===== src/rtl/o_reg_tx_if.sv =====
// o_reg_tx_if
// Bundles the o_reg_tx data-path and status signals.
//   o_reg          : microprocessor output register (into the transmitter)
//   clear_overflow : one-cycle clear of the sticky overflow flag
//   tx_serial      : framed serial line, idles high
//   tx_busy        : high while a frame is on the line
//   fifo_count     : capture FIFO occupancy
//   overflow       : sticky flag, a capture was dropped
// master = the side that drives o_reg (processor / bench),
// slave  = the transmitter.
interface o_reg_tx_if #(
    parameter int FIFO_DEPTH = 4
);
    localparam int CW = $clog2(FIFO_DEPTH) + 1;

    logic [3:0]    o_reg;
    logic          clear_overflow;
    logic          tx_serial;
    logic          tx_busy;
    logic [CW-1:0] fifo_count;
    logic          overflow;

    modport master (
        output o_reg, clear_overflow,
        input  tx_serial, tx_busy, fifo_count, overflow
    );

    modport slave (
        input  o_reg, clear_overflow,
        output tx_serial, tx_busy, fifo_count, overflow
    );
endinterface


===== src/rtl/o_reg_tx.sv =====
// o_reg_tx
// Watches the 4-bit o_reg port, captures every change of value into a small
// FIFO and sends each captured nibble as a 7-bit serial frame:
// start(0), d0..d3 (LSB first), even parity (XOR of data), stop(1).
// Each bit is held BIT_CYCLES clocks; frames may run back to back.
// Ports:
//   clk   : clock, rising edge
//   reset : asynchronous, active-low
//   bus   : o_reg_tx_if slave modport (o_reg, clear_overflow in;
//           tx_serial, tx_busy, fifo_count, overflow out)
module o_reg_tx #(
    parameter int FIFO_DEPTH = 4,
    parameter int BIT_CYCLES = 4
) (
    input  logic      clk,
    input  logic      reset,
    o_reg_tx_if.slave bus
);
    localparam int            AW         = $clog2(FIFO_DEPTH);
    localparam int            CW         = $clog2(FIFO_DEPTH) + 1;
    localparam logic [CW-1:0] FULL_COUNT = CW'(FIFO_DEPTH);
    localparam logic [7:0]    LAST_CYC   = 8'(BIT_CYCLES - 1);

    typedef enum logic [2:0] {
        IDLE,
        START,
        DATA,
        PARITY,
        STOP
    } state_t;

    // capture path
    logic [3:0]    o_reg_q;
    logic [3:0]    o_reg_last_q;

    // FIFO
    logic [3:0]    fifo_mem [FIFO_DEPTH];
    logic [AW-1:0] wr_ptr_q;
    logic [AW-1:0] rd_ptr_q;
    logic [CW-1:0] count_q;
    logic [CW-1:0] count_d;
    logic          overflow_q;
    logic          overflow_d;

    // transmitter
    state_t        state_q;
    logic [7:0]    cyc_q;
    logic [1:0]    bit_idx_q;
    logic [3:0]    shreg_q;
    logic          parity_q;
    logic          tx_serial_q;
    logic          tx_busy_q;

    logic          capture;
    logic          fifo_empty;
    logic          fifo_full;
    logic          last_cyc;
    logic          pop;
    logic          push_ok;
    logic          drop;

    assign capture    = (o_reg_q != o_reg_last_q);
    assign fifo_empty = (count_q == '0);
    assign fifo_full  = (count_q == FULL_COUNT);
    assign last_cyc   = (cyc_q == LAST_CYC);

    // The transmitter takes a word when idle, or at the final stop-bit clock
    // so the next start bit follows with no idle gap.
    assign pop     = !fifo_empty && ((state_q == IDLE) || (state_q == STOP && last_cyc));
    // A full FIFO still accepts a push if a pop frees a slot on the same edge.
    assign push_ok = capture && (!fifo_full || pop);
    assign drop    = capture && fifo_full && !pop;

    always_comb begin
        count_d = count_q;
        case ({push_ok, pop})
            2'b10:   count_d = count_q + CW'(1);
            2'b01:   count_d = count_q - CW'(1);
            default: count_d = count_q;
        endcase
    end

    // Set beats clear when both land on the same edge.
    always_comb begin
        overflow_d = overflow_q;
        if (drop) begin
            overflow_d = 1'b1;
        end else if (bus.clear_overflow) begin
            overflow_d = 1'b0;
        end
    end

    always_ff @(posedge clk or negedge reset) begin
        if (!reset) begin
            o_reg_q      <= '0;
            o_reg_last_q <= '0;
            wr_ptr_q     <= '0;
            rd_ptr_q     <= '0;
            count_q      <= '0;
            overflow_q   <= 1'b0;
        end else begin
            o_reg_q <= bus.o_reg;
            // last value advances even when the push is dropped, so a held
            // value is never re-captured later
            if (capture) begin
                o_reg_last_q <= o_reg_q;
            end
            if (push_ok) begin
                wr_ptr_q <= wr_ptr_q + AW'(1);
            end
            if (pop) begin
                rd_ptr_q <= rd_ptr_q + AW'(1);
            end
            count_q    <= count_d;
            overflow_q <= overflow_d;
        end
    end

    // Storage needs no reset; occupancy is tracked by the pointers and count.
    always_ff @(posedge clk) begin
        if (push_ok) begin
            fifo_mem[wr_ptr_q] <= o_reg_q;
        end
    end

    always_ff @(posedge clk or negedge reset) begin
        if (!reset) begin
            state_q     <= IDLE;
            cyc_q       <= '0;
            bit_idx_q   <= '0;
            shreg_q     <= '0;
            parity_q    <= 1'b0;
            tx_serial_q <= 1'b1;
            tx_busy_q   <= 1'b0;
        end else begin
            case (state_q)
                IDLE: begin
                    if (pop) begin
                        state_q     <= START;
                        shreg_q     <= fifo_mem[rd_ptr_q];
                        parity_q    <= ^fifo_mem[rd_ptr_q];
                        cyc_q       <= '0;
                        tx_serial_q <= 1'b0;
                        tx_busy_q   <= 1'b1;
                    end
                end
                START: begin
                    if (last_cyc) begin
                        state_q     <= DATA;
                        cyc_q       <= '0;
                        bit_idx_q   <= '0;
                        tx_serial_q <= shreg_q[0];
                    end else begin
                        cyc_q <= cyc_q + 8'd1;
                    end
                end
                DATA: begin
                    if (last_cyc) begin
                        cyc_q <= '0;
                        if (bit_idx_q == 2'd3) begin
                            state_q     <= PARITY;
                            tx_serial_q <= parity_q;
                        end else begin
                            // shift right so the next data bit is always at [1]
                            bit_idx_q   <= bit_idx_q + 2'd1;
                            shreg_q     <= {1'b0, shreg_q[3:1]};
                            tx_serial_q <= shreg_q[1];
                        end
                    end else begin
                        cyc_q <= cyc_q + 8'd1;
                    end
                end
                PARITY: begin
                    if (last_cyc) begin
                        state_q     <= STOP;
                        cyc_q       <= '0;
                        tx_serial_q <= 1'b1;
                    end else begin
                        cyc_q <= cyc_q + 8'd1;
                    end
                end
                STOP: begin
                    if (last_cyc) begin
                        cyc_q <= '0;
                        if (pop) begin
                            state_q     <= START;
                            shreg_q     <= fifo_mem[rd_ptr_q];
                            parity_q    <= ^fifo_mem[rd_ptr_q];
                            tx_serial_q <= 1'b0;
                        end else begin
                            state_q     <= IDLE;
                            tx_serial_q <= 1'b1;
                            tx_busy_q   <= 1'b0;
                        end
                    end else begin
                        cyc_q <= cyc_q + 8'd1;
                    end
                end
                default: begin
                    state_q     <= IDLE;
                    cyc_q       <= '0;
                    tx_serial_q <= 1'b1;
                    tx_busy_q   <= 1'b0;
                end
            endcase
        end
    end

    assign bus.tx_serial  = tx_serial_q;
    assign bus.tx_busy    = tx_busy_q;
    assign bus.fifo_count = count_q;
    assign bus.overflow   = overflow_q;
endmodule

===== src/flat_wrapper.sv =====
// flat-port wrapper written by rule: the top's interface ports become plain ports
module o_reg_tx_flat 
#(
    parameter int FIFO_DEPTH = 4,
    parameter int BIT_CYCLES = 4
)
  (clk, reset, bus_o_reg, bus_clear_overflow, bus_tx_serial, bus_tx_busy, bus_fifo_count, bus_overflow);
  o_reg_tx_if #(.FIFO_DEPTH(FIFO_DEPTH)) bus_i ();
  input  logic clk;
  input  logic reset;
  input wire logic [$bits(bus_i.o_reg)-1:0] bus_o_reg;
  input wire logic [$bits(bus_i.clear_overflow)-1:0] bus_clear_overflow;
  output wire logic [$bits(bus_i.tx_serial)-1:0] bus_tx_serial;
  output wire logic [$bits(bus_i.tx_busy)-1:0] bus_tx_busy;
  output wire logic [$bits(bus_i.fifo_count)-1:0] bus_fifo_count;
  output wire logic [$bits(bus_i.overflow)-1:0] bus_overflow;
  assign bus_i.o_reg = bus_o_reg;
  assign bus_i.clear_overflow = bus_clear_overflow;
  assign bus_tx_serial = bus_i.tx_serial;
  assign bus_tx_busy = bus_i.tx_busy;
  assign bus_fifo_count = bus_i.fifo_count;
  assign bus_overflow = bus_i.overflow;
  o_reg_tx #(.FIFO_DEPTH(FIFO_DEPTH), .BIT_CYCLES(BIT_CYCLES)) u_core (.clk(clk), .reset(reset), .bus(bus_i));
endmodule

===== config.mk =====
export PLATFORM = sky130hd
export DESIGN_NAME = o_reg_tx_flat
export DESIGN_NICKNAME = d
export VERILOG_FILES = /design/src/rtl/o_reg_tx_if.sv /design/src/rtl/o_reg_tx.sv /design/src/flat_wrapper.sv
export SDC_FILE = /design/constraint.sdc
export NUM_CORES = 1
export LEC_CHECK = 0
export CAP_MARGIN = 20
export CORE_MARGIN = 8
export CORE_UTILIZATION = 67
export DETAILED_ROUTE_END_ITERATION = 12
export DONT_BUFFER_PORTS = 1
export GPL_TIMING_DRIVEN = 0
export PLACE_DENSITY_LB_ADDON = 0.05
export SYNTH_ARGS = -nofsm -noshare
export SYNTH_HDL_FRONTEND = slang
export SYNTH_SLANG_ARGS = --single-unit

===== constraint.sdc =====
create_clock -name clk -period 3.84 [get_ports clk]
set_clock_uncertainty 0.15 [all_clocks]
set_input_delay 0.576 -clock clk [delete_from_list [all_inputs] [get_ports clk]]
set_output_delay 0.576 -clock clk [all_outputs]
set_load 0.05 [all_outputs]

==> impl_results.md <==
- Effective utilization at floorplan: 68.2%
- Worst-Skew Late Latency: 0.38 ns
- Largest family of logic cells by synthesized area: simple AND/OR/NAND/NOR gates
- CORE AREA: 0.00358 mm²
- Global-route wire length before repair: 6.77 mm
- Final Hold Viols: 0
- Max-cap violations: 0
- Ant diodes: 0
- Number of setup buffers added after CTS: 0
- Die area: 0.00583 mm²
- DRC Markers: 0
- Mux cell area share after synthesis: 9.79%
- Hold_sp: bus_o_reg[1]
- Simple-Gate Fraction of Synth Area: 11.8%
- RSZ-0062 raised after global routing: no
- Router iterations before antenna repair: 4
- Largest net degree at the start of global routing: 37
- Max clock buf depth: 2
- WS Path Type: flop to flop
- Number of routed nets with antenna violations: 0
- Dpl ws: 0.934 ns
- Final WS setup: 0.938 ns
- Post-synth EDFFs: 16
- Max Slew Vio Count: 0
- # fillers: 267
- FF-to-FF End: u_core.bus.fifo_count[2]$_DFFE_PN0P_
- Setup TNS: 0 ns
- Share of layout cells above drive strength 1: 20.1%
- Compound-Gate Fraction of Synth Area: 7.28%
- Critical path endpoint category: flop
- Clock sink count: 52
- Final critical-path required period: 2.90 ns
- Cell Pwr Density: 809 mW/mm²
- Leak Pwr: 0.00106 µW
- Routed WL: 3.81 mm
- Final HPWL DP: 2.86 mm
- CTS root buf: clkbuf_4
- Dominant register cell in the synthesized netlist: dfrtp_1
- Yosys warnings: 0
- Fin crit share: 75.6%
- Global Route Usage Sum: 14.2%
- Seq cells post-synth: 52
- Post_cts resized: 0
- Layout area overhead: 6.10%
- TritonCTS clock tree: done
- CP Launch Type: flop
- I/O pin count: 13
- Vias in the first global route: 1,506
- Xor-xnor portion of the synthesized cell area: 7.53%
- Count of buffers from port buffering: 0
- Tightest Pin Transition: 0.652 ns
- Synth area leaders: dfrtp_1 (36%), edfxtp_1 (20%), xor2_1 (4.3%), mux4_2 (3.7%), ha_1 (3.6%)
- Syn Nets: 199
- Reg area: 0.00138 mm²
- FF-to-FF setup slack: 0.94 ns
- Rel. slew slack: 56.2%
- Standard-cell rows: 22
- Max Fanout on Critical Path: 7
- Area of the multi-input gates: 996 µm²
- Worst-path clk slew: 0.15 ns
- Cts bufs inserted: 5
- Vias: 1,382
- Post-synth top cells: dfrtp_1 (35), edfxtp_1 (16), nor2_1 (14)
- DIE HEIGHT: 76.4 µm
- Synth Cell Area: 0.00244 mm²
- Placed Cells incl. Taps: 232
- Hold Path Sink: u_core.o_reg_q[1]$_DFF_PN0_
- Mapped Cells: 184
- Status: finished clean
- Routed len/inst: 15.7 µm
- Fmax: 0.345 GHz
- Most area-hungry cell type in the Yosys netlist: dfrtp_1
- Count leader, synth: dfrtp_1
- Worst r2r path cells: 11
- Worst Path Required: 3.94 ns
- Worst flop-to-flop path startpoint: u_core.cyc_q[4]$_DFFE_PN0P_
- Adder-cell share of the synthesized area: 4.41%
- Max H-tree Level: 2
- Final Non-Filler Cells: 242
- GP Congestion: 0.819
- Yosys top cell area share: 35.9%
- Avg Vias per Cell: 5.71
- Post-synthesis sequential area ratio: 56.6%
- Syn avg cell area: 13.3 µm²
- Net count, final: 208
- Worst endpoint data arrival time: 3.01 ns
- Hold path depth: 0
- HP Class: input pin to flop
- Initial antenna violation count: 0
- Post-synth ARST share: 69.2%
- Starting DRT DRC Count: 64
- Yosys cell types: 44
- Peak supply drop: 486 µV
- Final setup fails: 0
- Grt total ovfl: 0
- Width of the die: 76.4 µm
- Hold buffer count at CTS: 2
-- worst max path at each step --
stage	start	end	slack, ns	cells past startpoint
3_3_place_gp	u_core.cyc_q[4]$_DFFE_PN0P_	u_core.bus.fifo_count[2]$_DFFE_PN0P_	1.01	11
4_1_cts	u_core.cyc_q[4]$_DFFE_PN0P_	u_core.bus.fifo_count[2]$_DFFE_PN0P_	0.91	11
6_report	u_core.cyc_q[4]$_DFFE_PN0P_	u_core.bus.fifo_count[2]$_DFFE_PN0P_	0.94	11
2_1_floorplan	u_core.cyc_q[4]$_DFFE_PN0P_	u_core.bus.fifo_count[2]$_DFFE_PN0P_	1.19	11
5_1_grt	u_core.cyc_q[4]$_DFFE_PN0P_	u_core.bus.fifo_count[2]$_DFFE_PN0P_	0.77	11
3_5_place_dp	u_core.cyc_q[4]$_DFFE_PN0P_	u_core.bus.fifo_count[2]$_DFFE_PN0P_	0.93	11
-- where the power goes --
part | leakage (µW) | total (µW) | switching, µW | internal, µW
clock network | 0.0000316 | 249 | 176 | 72.8
logic | 0.000443 | 830 | 420 | 410
registers | 0.000586 | 1020 | 244 | 773
total | 0.00106 | 2100 | 840 | 1260
-- flip-flops by register name (all words and copies together), names as in the netlist, 3 cells and up --
register / flops
u_core.bus.fifo_count: 3
u_core.cyc_q: 8
u_core.fifo_mem: 16
u_core.o_reg_last_q: 4
u_core.o_reg_q: 4
u_core.shreg_q: 4
u_core.state_q: 3
-- metrics by stage --
step                      area [µm²]  util, %  hold slack, ns  total power [µW]
after floorplan                 2440        -           0.130              1690
after global placement          2500     69.9           0.131              1800
after detailed placement        2500     69.9           0.131              1860
after CTS                       2590     72.4          0.0436              2120
after global routing            2590     72.4          0.0258              2240
final                           2590     72.4          0.0579              2100
-- logic make-up (layout without fill, tap and decap cells) --
logic type	count (synthesis)	after routing
AND/OR/NAND/NOR	51	51
AO/OA/AOI/OAI	22	22
multiplexers	16	16
buffers and inverters	14	24
adder cells (fa/ha/maj)	8	8
XOR/XNOR	21	21
flip-flops	52	52
-- layout by cell type (no fill, tap or decap), types with 2 or more instances in the layout --
cell      count
a21oi_1       7
buf_4         2
dfrtp_1      35
xor2_1       12
ha_1          7
o22ai_1       2
inv_1         6
edfxtp_1     16
buf_2         2
mux2_4        4
mux4_2        4
xnor2_1       9
nand4_1       2
mux2_2        7
nor3_1        4
nand3_1       4
and2_1        5
clkbuf_4      5
clkbuf_1      4
o21ai_0       4
a21oi_4       2
nor2_1       14
nand2_1      10
-- worst max-delay path, cell delays in order, from the launching register on --
cell and delay [ns]:
dfrtp_1 0.47, nor4_4 0.38, and3_1 0.20, buf_2 0.19, o21ai_2 0.09, a21oi_4 0.25, inv_1 0.07, ha_1 0.24
fa_1 0.38, xnor2_1 0.17, nor2_1 0.06, xor2_1 0.14
-- final cells by class --
type                            instances  area share, %
Clock inverter                          3          0.821
Buffer                                  8           1.55
Clock buffer                            5           1.45
Tap cell                               48           2.32
Sequential cell                        52           53.4
Inverter                                6          0.870
Multi-Input combinational cell        118           38.5
Timing Repair Buffer                    2           1.16
-- routing by layer --
layer | track usage (%) | wire length, µm | up-vias
li1 | - | - | 664
met1 | 17.3 | 1710 | 690
met2 | 23.5 | 1910 | 20
met3 | 3.07 | 110 | 8
met4 | 6.92 | 78 | 0
met5 | 0 | 0 | -
Power figures use the tool's default switching activity.
